$ cat config.mk
export PLATFORM = sky130hd
export DESIGN_NAME = lsu_ctrl
export DESIGN_NICKNAME = d
export VERILOG_FILES = /design/src/rtl/lsu_ctrl.sv
export SDC_FILE = /design/constraint.sdc
export NUM_CORES = 1
export LEC_CHECK = 0
export CAP_MARGIN = 20
export CORE_ASPECT_RATIO = 0.6
export CORE_MARGIN = 8
export CORE_UTILIZATION = 50
export CTS_CLUSTER_DIAMETER = 80
export DETAILED_ROUTE_END_ITERATION = 10
export GPL_ROUTABILITY_DRIVEN = 0
export GPL_TIMING_DRIVEN = 1
export HOLD_SLACK_MARGIN = 0.05
export PLACE_DENSITY = 0.95
export SYNTH_ARGS = -nofsm -noshare
export SYNTH_HDL_FRONTEND = slang
export SYNTH_SLANG_ARGS = --single-unit
$ cat constraint.sdc
create_clock -name clock -period 6.2 [get_ports clock]
set_input_delay 0.62 -clock clock [delete_from_list [all_inputs] [get_ports clock]]
set_output_delay 0.62 -clock clock [all_outputs]
set_load 0.005 [all_outputs]
$ cat src/rtl/lsu_ctrl.sv
// ---------------------------------------------------------------------------
// lsu_ctrl
//   Load/store controller between the pipeline memory stage and dmemory.
//   It accepts one request at a time over a valid/ready handshake. Each
//   request is checked for range, size and alignment before it reaches memory.
//   The controller drives dmemory's combinational-read / clocked-write port
//   and returns load data or an error on a one-cycle response strobe.
//
//   Optional feature: define LSU_MISALIGN_SPLIT_EN to split misaligned
//   in-range half/word requests into byte accesses. When the macro is
//   undefined, those requests fault with no memory access.
//
// Ports
//   clock, reset        rising-edge clock; asynchronous active-high reset
//   req_valid/ready     request handshake; ready is high only in IDLE
//   req_write           0 load, 1 store
//   req_size            00 byte, 01 half, 10 word, 11 illegal
//   req_signed          sign-extend the load result
//   req_addr, req_wdata byte address; store data, LSB-aligned
//   resp_valid          one-cycle completion strobe
//   resp_rdata          load result; 0 for stores and errors
//   resp_error          range, alignment or size fault
//   mem_*               dmemory port (address, data_in, read_write,
//                       access_size, is_signed, data_out)
// ---------------------------------------------------------------------------
module lsu_ctrl #(
    parameter logic [31:0] MEM_BASE = 32'h0100_0000,
    parameter logic [31:0] MEM_SIZE = 32'd1048576
) (
    input  logic        clock,
    input  logic        reset,
    input  logic        req_valid,
    output logic        req_ready,
    input  logic        req_write,
    input  logic [1:0]  req_size,
    input  logic        req_signed,
    input  logic [31:0] req_addr,
    input  logic [31:0] req_wdata,
    output logic        resp_valid,
    output logic [31:0] resp_rdata,
    output logic        resp_error,
    output logic [31:0] mem_address,
    output logic [31:0] mem_data_in,
    output logic        mem_read_write,
    output logic [1:0]  mem_access_size,
    output logic        mem_is_signed,
    input  logic [31:0] mem_data_out
);

`ifdef LSU_MISALIGN_SPLIT_EN
    typedef enum logic [1:0] {
        IDLE   = 2'd0,
        ACCESS = 2'd1,
        SPLIT  = 2'd2,
        RESP   = 2'd3
    } state_t;
`else
    typedef enum logic [1:0] {
        IDLE   = 2'd0,
        ACCESS = 2'd1,
        RESP   = 2'd3
    } state_t;
`endif

    localparam logic [1:0] SIZE_BYTE = 2'b00;
    localparam logic [1:0] SIZE_HALF = 2'b01;
    localparam logic [1:0] SIZE_WORD = 2'b10;
    localparam logic [1:0] SIZE_BAD  = 2'b11;

    state_t      state;

    // Latched request
    logic        lat_write;
    logic [1:0]  lat_size;
    logic        lat_signed;
    logic [31:0] lat_addr;
    logic [31:0] lat_wdata;

    // ------------------------------------------------------------------
    // Request classification (on the live request, used only in IDLE)
    // ------------------------------------------------------------------
    logic [32:0] req_bytes;
    logic [32:0] req_last;
    logic [32:0] mem_limit;
    logic        size_fault;
    logic        range_fault;
    logic        misaligned;

    always_comb begin
        case (req_size)
            SIZE_BYTE: req_bytes = 33'd1;
            SIZE_HALF: req_bytes = 33'd2;
            default:   req_bytes = 33'd4;
        endcase
        // 33-bit arithmetic so a request near 0xFFFF_FFFF cannot wrap
        // back into the valid window.
        req_last    = {1'b0, req_addr} + req_bytes - 33'd1;
        mem_limit   = {1'b0, MEM_BASE} + {1'b0, MEM_SIZE};
        size_fault  = (req_size == SIZE_BAD);
        range_fault = (req_addr < MEM_BASE) || (req_last >= mem_limit);
        misaligned  = ((req_size == SIZE_HALF) && req_addr[0]) ||
                      ((req_size == SIZE_WORD) && (req_addr[1:0] != 2'b00));
    end

`ifdef LSU_MISALIGN_SPLIT_EN
    // ------------------------------------------------------------------
    // Byte-split datapath
    // ------------------------------------------------------------------
    logic [1:0]  byte_cnt;
    logic [23:0] split_buf;      // load bytes 0..2; the final byte comes straight from memory
    logic        split_last;
    logic [7:0]  split_wbyte;
    logic [15:0] split_half;
    logic [31:0] split_result;

    always_comb begin
        split_last = (lat_size == SIZE_HALF) ? (byte_cnt == 2'd1) : (byte_cnt == 2'd3);
        case (byte_cnt)
            2'd0:    split_wbyte = lat_wdata[7:0];
            2'd1:    split_wbyte = lat_wdata[15:8];
            2'd2:    split_wbyte = lat_wdata[23:16];
            default: split_wbyte = lat_wdata[31:24];
        endcase
        split_half = {mem_data_out[7:0], split_buf[7:0]};
        if (lat_size == SIZE_HALF) begin
            split_result = lat_signed ? {{16{split_half[15]}}, split_half}
                                      : {16'h0000, split_half};
        end else begin
            split_result = {mem_data_out[7:0], split_buf};
        end
    end
`endif

    // ------------------------------------------------------------------
    // Memory port: decoded from the state register so an asynchronous
    // reset drops read_write immediately. Outside an access the port sits
    // on a harmless in-range word read at MEM_BASE.
    // ------------------------------------------------------------------
    always_comb begin
        mem_address     = MEM_BASE;
        mem_data_in     = '0;
        mem_read_write  = 1'b0;
        mem_access_size = SIZE_WORD;
        mem_is_signed   = 1'b0;
        case (state)
            ACCESS: begin
                mem_address     = lat_addr;
                mem_data_in     = lat_wdata;
                mem_read_write  = lat_write;
                mem_access_size = lat_size;
                mem_is_signed   = lat_signed;
            end
`ifdef LSU_MISALIGN_SPLIT_EN
            SPLIT: begin
                mem_address     = lat_addr + {30'b0, byte_cnt};
                mem_data_in     = {24'b0, split_wbyte};
                mem_read_write  = lat_write;
                mem_access_size = SIZE_BYTE;
                mem_is_signed   = 1'b0;
            end
`endif
            default: begin
                mem_address     = MEM_BASE;
                mem_data_in     = '0;
                mem_read_write  = 1'b0;
                mem_access_size = SIZE_WORD;
                mem_is_signed   = 1'b0;
            end
        endcase
    end

    assign req_ready = (state == IDLE);

    // ------------------------------------------------------------------
    // Control FSM with registered response outputs. The response fields
    // default to zero every cycle, so they are non-zero only while
    // resp_valid is high.
    // ------------------------------------------------------------------
    always_ff @(posedge clock or posedge reset) begin
        if (reset) begin
            state      <= IDLE;
            lat_write  <= 1'b0;
            lat_size   <= '0;
            lat_signed <= 1'b0;
            lat_addr   <= '0;
            lat_wdata  <= '0;
            resp_valid <= 1'b0;
            resp_rdata <= '0;
            resp_error <= 1'b0;
`ifdef LSU_MISALIGN_SPLIT_EN
            byte_cnt   <= '0;
            split_buf  <= '0;
`endif
        end else begin
            resp_valid <= 1'b0;
            resp_rdata <= '0;
            resp_error <= 1'b0;
            case (state)
                IDLE: begin
                    if (req_valid) begin
                        lat_write  <= req_write;
                        lat_size   <= req_size;
                        lat_signed <= req_signed;
                        lat_addr   <= req_addr;
                        lat_wdata  <= req_wdata;
                        if (size_fault || range_fault) begin
                            state      <= RESP;
                            resp_valid <= 1'b1;
                            resp_error <= 1'b1;
                        end else if (misaligned) begin
`ifdef LSU_MISALIGN_SPLIT_EN
                            state     <= SPLIT;
                            byte_cnt  <= '0;
                            split_buf <= '0;
`else
                            state      <= RESP;
                            resp_valid <= 1'b1;
                            resp_error <= 1'b1;
`endif
                        end else begin
                            state <= ACCESS;
                        end
                    end
                end
                ACCESS: begin
                    // dmemory already sized and extended the read data.
                    state      <= RESP;
                    resp_valid <= 1'b1;
                    resp_rdata <= lat_write ? '0 : mem_data_out;
                end
`ifdef LSU_MISALIGN_SPLIT_EN
                SPLIT: begin
                    if (!lat_write) begin
                        case (byte_cnt)
                            2'd0:    split_buf[7:0]   <= mem_data_out[7:0];
                            2'd1:    split_buf[15:8]  <= mem_data_out[7:0];
                            2'd2:    split_buf[23:16] <= mem_data_out[7:0];
                            default: split_buf        <= split_buf;
                        endcase
                    end
                    if (split_last) begin
                        state      <= RESP;
                        resp_valid <= 1'b1;
                        resp_rdata <= lat_write ? '0 : split_result;
                    end else begin
                        byte_cnt <= byte_cnt + 2'd1;
                    end
                end
`endif
                RESP: begin
                    state <= IDLE;
                end
                default: begin
                    state <= IDLE;
                end
            endcase
        end
    end

endmodule

==> flow_summary.yaml <==
die:
  die_area_um2: 16030
  initial_core_util: 0.5078
  ioPinCount: 206
  floorplan.core_area_um2: 11950
  fp.dieH_um: 101.3
  std_cell_rows: 31
  dieWidth_um: 158.2
drt:
  vias: 5056
  routed_wire_length_per_instance_um: 18.22
  drt-vias-per-instance: 5.339
  final_antenna_net_count: 0
  detailedRoute.firstIterationViolations: 360
  detail_route.drc_violations: 0
  finalWirelength_um: 17250
  drtPass1Iterations: 5
layout:
  antenna_cells_inserted: 0
  area_growth_syn_to_layout_pct: 40.97
  multi_input_area_um2: 3167
  fillCellCount: 834
  share_of_layout_cells_above_drive_strength_1: 0.1368
  final-seq-area_um2: 2603
  nets: 920
pwr:
  power.combinational.fraction: 0.455
  p_leak_uw: 0.003713
  net-switching-power_uw: 919.2
  worst_vdd_drop_uv: 204.0
  netSwitchingFraction: 0.3069
  power.share.clock: 0.183
  share_seq_of_total_power: 0.362
  internal_pwr_total_uw: 2076
  design_power_total_uw: 2995
  power_density_nw_per_um2: 350.3
run_status:
  status: "completed"
yosys:
  yosysSeqAreaShare: 0.4290
  synth.ff_latch_count: 104
  synth_xor_xnor_area_share: 0.01155
  synth.yosys.warnings: 0
  synth_fp_nets: 724
  mappedNetlistArea_um2: 6066
  post_synth_num_cell_types: 63
  synth-simple-area-share: 0.1828
  synth_cells: 581
  post-synth-top-area-fraction: 0.4290
  synth_adder_area_share: 0.08375
  synthMuxAreaShare: 0.1295
  synth-compound-area-share: 0.1130
  synth.area.top_cells: "sky130_fd_sc_hd__dfrtp_1 (43%), sky130_fd_sc_hd__mux2_2 (13%), sky130_fd_sc_hd__and2_1 (10%), sky130_fd_sc_hd__ha_1 (8.0%), sky130_fd_sc_hd__inv_1 (3.0%)"
  synth_enable_flop_cells: 0
  dominantRegCellSynth: "sky130_fd_sc_hd__dfrtp_1"
  synth_top_family_by_area: "simple AND/OR/NAND/NOR gates"
  synthDominantAreaCellType: "sky130_fd_sc_hd__dfrtp_1"
  average_cell_area_after_synthesis_um2: 10.44
  synth-async-reset-ratio: 1.000
global_routing:
  antenna_found_initial: 0
  grt_use_total: 0.2079
  vias_in_the_first_global_route: 5229
  grt_pass1_wl_um: 26660
  largest_net_degree_at_the_start_of_global_routing: 70
  overflow: 0
clock_network:
  clkTransAtPathRegs_ps: 70
  tritoncts: "done"
  post_cts_resize_count: 0
  postCtsHoldBufs: 0
  clkSinkCount: 104
  cts-buffers-inserted: 9
  postCtsSetupRepairBufs: 0
  deepest_level_of_the_cts_h_tree: 3
  worstSkewPairLatency_ps: 330
  clockBufferDepth: 2
  clock_root_buffer: "sky130_fd_sc_hd__clkbuf_16"
place:
  dp_worst_setup_slack_ps: 2138
  port_buffers: 205
  dp.final_hpwl_um: 13590
sta:
  unrepaired_setup_endpoints_after_global_routing: "no"
  final.setup.tns_ps: 0
  setup_viol: 0
  clock-skew-final_ps: 6.935
  final-max-slew-violation-count: 0
  worst_slew_margin_rel: 0.4244
  timing.final.crit_share: 0.6115
  finalWorstSetupSlack_ps: 2409
  tightest_slew_ps: 863.3
  final-hold-violation-count: 0
  max_clk_rate_mhz: 263.8
  finalCriticalPeriod_ps: 3791
run:
  drv_cap: 0
setup_path:
  crit_end: "resp_valid"
  timing.rr.end: "lat_addr[10]"
  worst_setup_sp_type: "input pin"
  setup.worst_path.class: "in2reg"
  regToRegSetupSlack_ps: 4030
  crit_path_end_kind: "flop"
  critical_path_peak_fanout: 4
  critPathRequiredTime_ps: 6430
  rr_startpoint: "state[0]"
  worst_setup_path_startpoint: "req_size[1]"
  worst-endpoint-arrival_ps: 4020
  reg2regPathDepth: 4
hold_path:
  hold_path_depth: 1
  hp-class: "reg2reg"
synth_stat cells, types with 6 or more instances:
library cell / count
sky130_fd_sc_hd__inv_1: 48
sky130_fd_sc_hd__and2_1: 101
sky130_fd_sc_hd__nand2_1: 30
sky130_fd_sc_hd__mux2_2: 68
sky130_fd_sc_hd__clkbuf_1: 13
sky130_fd_sc_hd__dfrtp_1: 104
sky130_fd_sc_hd__o21ai_0: 17
sky130_fd_sc_hd__xor2_1: 6
sky130_fd_sc_hd__o211ai_1: 8
sky130_fd_sc_hd__nand2b_1: 6
sky130_fd_sc_hd__a21oi_1: 26
sky130_fd_sc_hd__nor2_1: 20
sky130_fd_sc_hd__ha_1: 39
sky130_fd_sc_hd__o21a_1: 7
registers in the layout (all words and copies together), names as in the netlist:
name and count:
lat_wdata 32, resp_valid 1, lat_signed 1, resp_error 1, lat_size 2, lat_write 1
state 2, resp_rdata 32, lat_addr 32
through the flow:
| step | cells | area, um^2 | util | hold WS, ps |
|---|---|---|---|---|
| after floorplan | 581 | 6066 | - | 450.9 |
| after global placement | 930 | 8233 | 0.6892 | 479.5 |
| after detailed placement | 930 | 8233 | 0.6892 | 487.9 |
| after CTS | 946 | 8523 | 0.7134 | 503.7 |
| after global routing | 947 | 8551 | 0.7158 | 511.9 |
| final | 947 | 8551 | 0.7158 | 500.9 |
per-layer routing:
| layer | share of wire | up-vias | global-route usage |
|---|---|---|---|
| li1 | - | 2382 | - |
| met1 | 0.44 | 2394 | 0.2653 |
| met2 | 0.45 | 249 | 0.3357 |
| met3 | 0.11 | 31 | 0.07797 |
| met4 | 0.012 | 0 | 0.03677 |
| met5 | 0 | - | 0 |
cell usage in the layout (no fill, tap or decap), types with 4 or more instances in the layout:
master | Yosys | routed
sky130_fd_sc_hd__dfrtp_1 | 104 | 104
sky130_fd_sc_hd__o211ai_1 | 8 | 8
sky130_fd_sc_hd__o21ai_0 | 17 | 17
sky130_fd_sc_hd__xor2_1 | 6 | 6
sky130_fd_sc_hd__o21a_1 | 7 | 7
sky130_fd_sc_hd__nand2b_1 | 6 | 6
sky130_fd_sc_hd__nor3_1 | 4 | 4
sky130_fd_sc_hd__a21oi_1 | 26 | 26
sky130_fd_sc_hd__clkbuf_16 | 0 | 9
sky130_fd_sc_hd__nand4_1 | 5 | 5
sky130_fd_sc_hd__nand2_1 | 30 | 30
sky130_fd_sc_hd__mux2_2 | 68 | 68
sky130_fd_sc_hd__nor2_1 | 20 | 20
sky130_fd_sc_hd__nand3_1 | 5 | 5
sky130_fd_sc_hd__clkdlybuf4s50_1 | 0 | 205
sky130_fd_sc_hd__and2_1 | 101 | 100
sky130_fd_sc_hd__inv_1 | 48 | 47
sky130_fd_sc_hd__ha_1 | 39 | 39
worst max-delay path, stage by stage:
cell                              delay [ps]
sky130_fd_sc_hd__clkdlybuf4s50_1         460
sky130_fd_sc_hd__inv_1                   130
sky130_fd_sc_hd__nand2_1                  70
sky130_fd_sc_hd__ha_1                    260
sky130_fd_sc_hd__inv_1                    80
sky130_fd_sc_hd__ha_1                    180
sky130_fd_sc_hd__inv_1                    60
sky130_fd_sc_hd__fa_1                    350
sky130_fd_sc_hd__nand2b_1                160
sky130_fd_sc_hd__a21oi_2                 260
sky130_fd_sc_hd__o211a_1                 190
sky130_fd_sc_hd__o2111ai_2               140
sky130_fd_sc_hd__o211ai_2                150
sky130_fd_sc_hd__xor2_1                  120
sky130_fd_sc_hd__o41ai_2                 370
sky130_fd_sc_hd__nand4_1                 200
sky130_fd_sc_hd__o21a_1                  210
worst min path at each step:
stage                              from  slack (ps)       endpoint
after global routing       lat_addr[15]         510   lat_addr[15]
after detailed placement   lat_addr[15]         490   lat_addr[15]
after floorplan                state[1]         450       state[0]
after CTS                  lat_addr[15]         500   lat_addr[15]
final                      lat_addr[19]         500   lat_addr[19]
after global placement    lat_wdata[19]         480  lat_wdata[19]
area by class of cell:
| type | count | area share |
|---|---|---|
| clock buffers | 10 | 0.02795 |
| clock inverters | 6 | 0.005999 |
| multi-input cells | 405 | 0.3704 |
| inverters | 48 | 0.02136 |
| well taps | 165 | 0.02414 |
| flip-flops and latches | 104 | 0.3044 |
| repair buffers | 209 | 0.2458 |
kinds of logic (layout without fill, tap and decap cells):
kind of cell | after synthesis | in the layout
and+or+nand+nor | 189 | 189
buffers and inverters | 72 | 273
adders and majority gates | 40 | 40
xor gates and xnor gates | 8 | 8
DFF | 104 | 104
AOI/OAI and AO/OA | 98 | 98
muxes | 70 | 70
power groups by stage:
stage / registers, uW / clock network [uW] / logic, uW
detailed placement: 1100 / 0 / 1350
finish: 1090 / 547 / 1360
global placement: 1070 / 0 / 1300
global route: 1120 / 589 / 1470
CTS: 1090 / 563 / 1350
floorplan: 1060 / 0 / 701
Power figures use the tool's default switching activity.
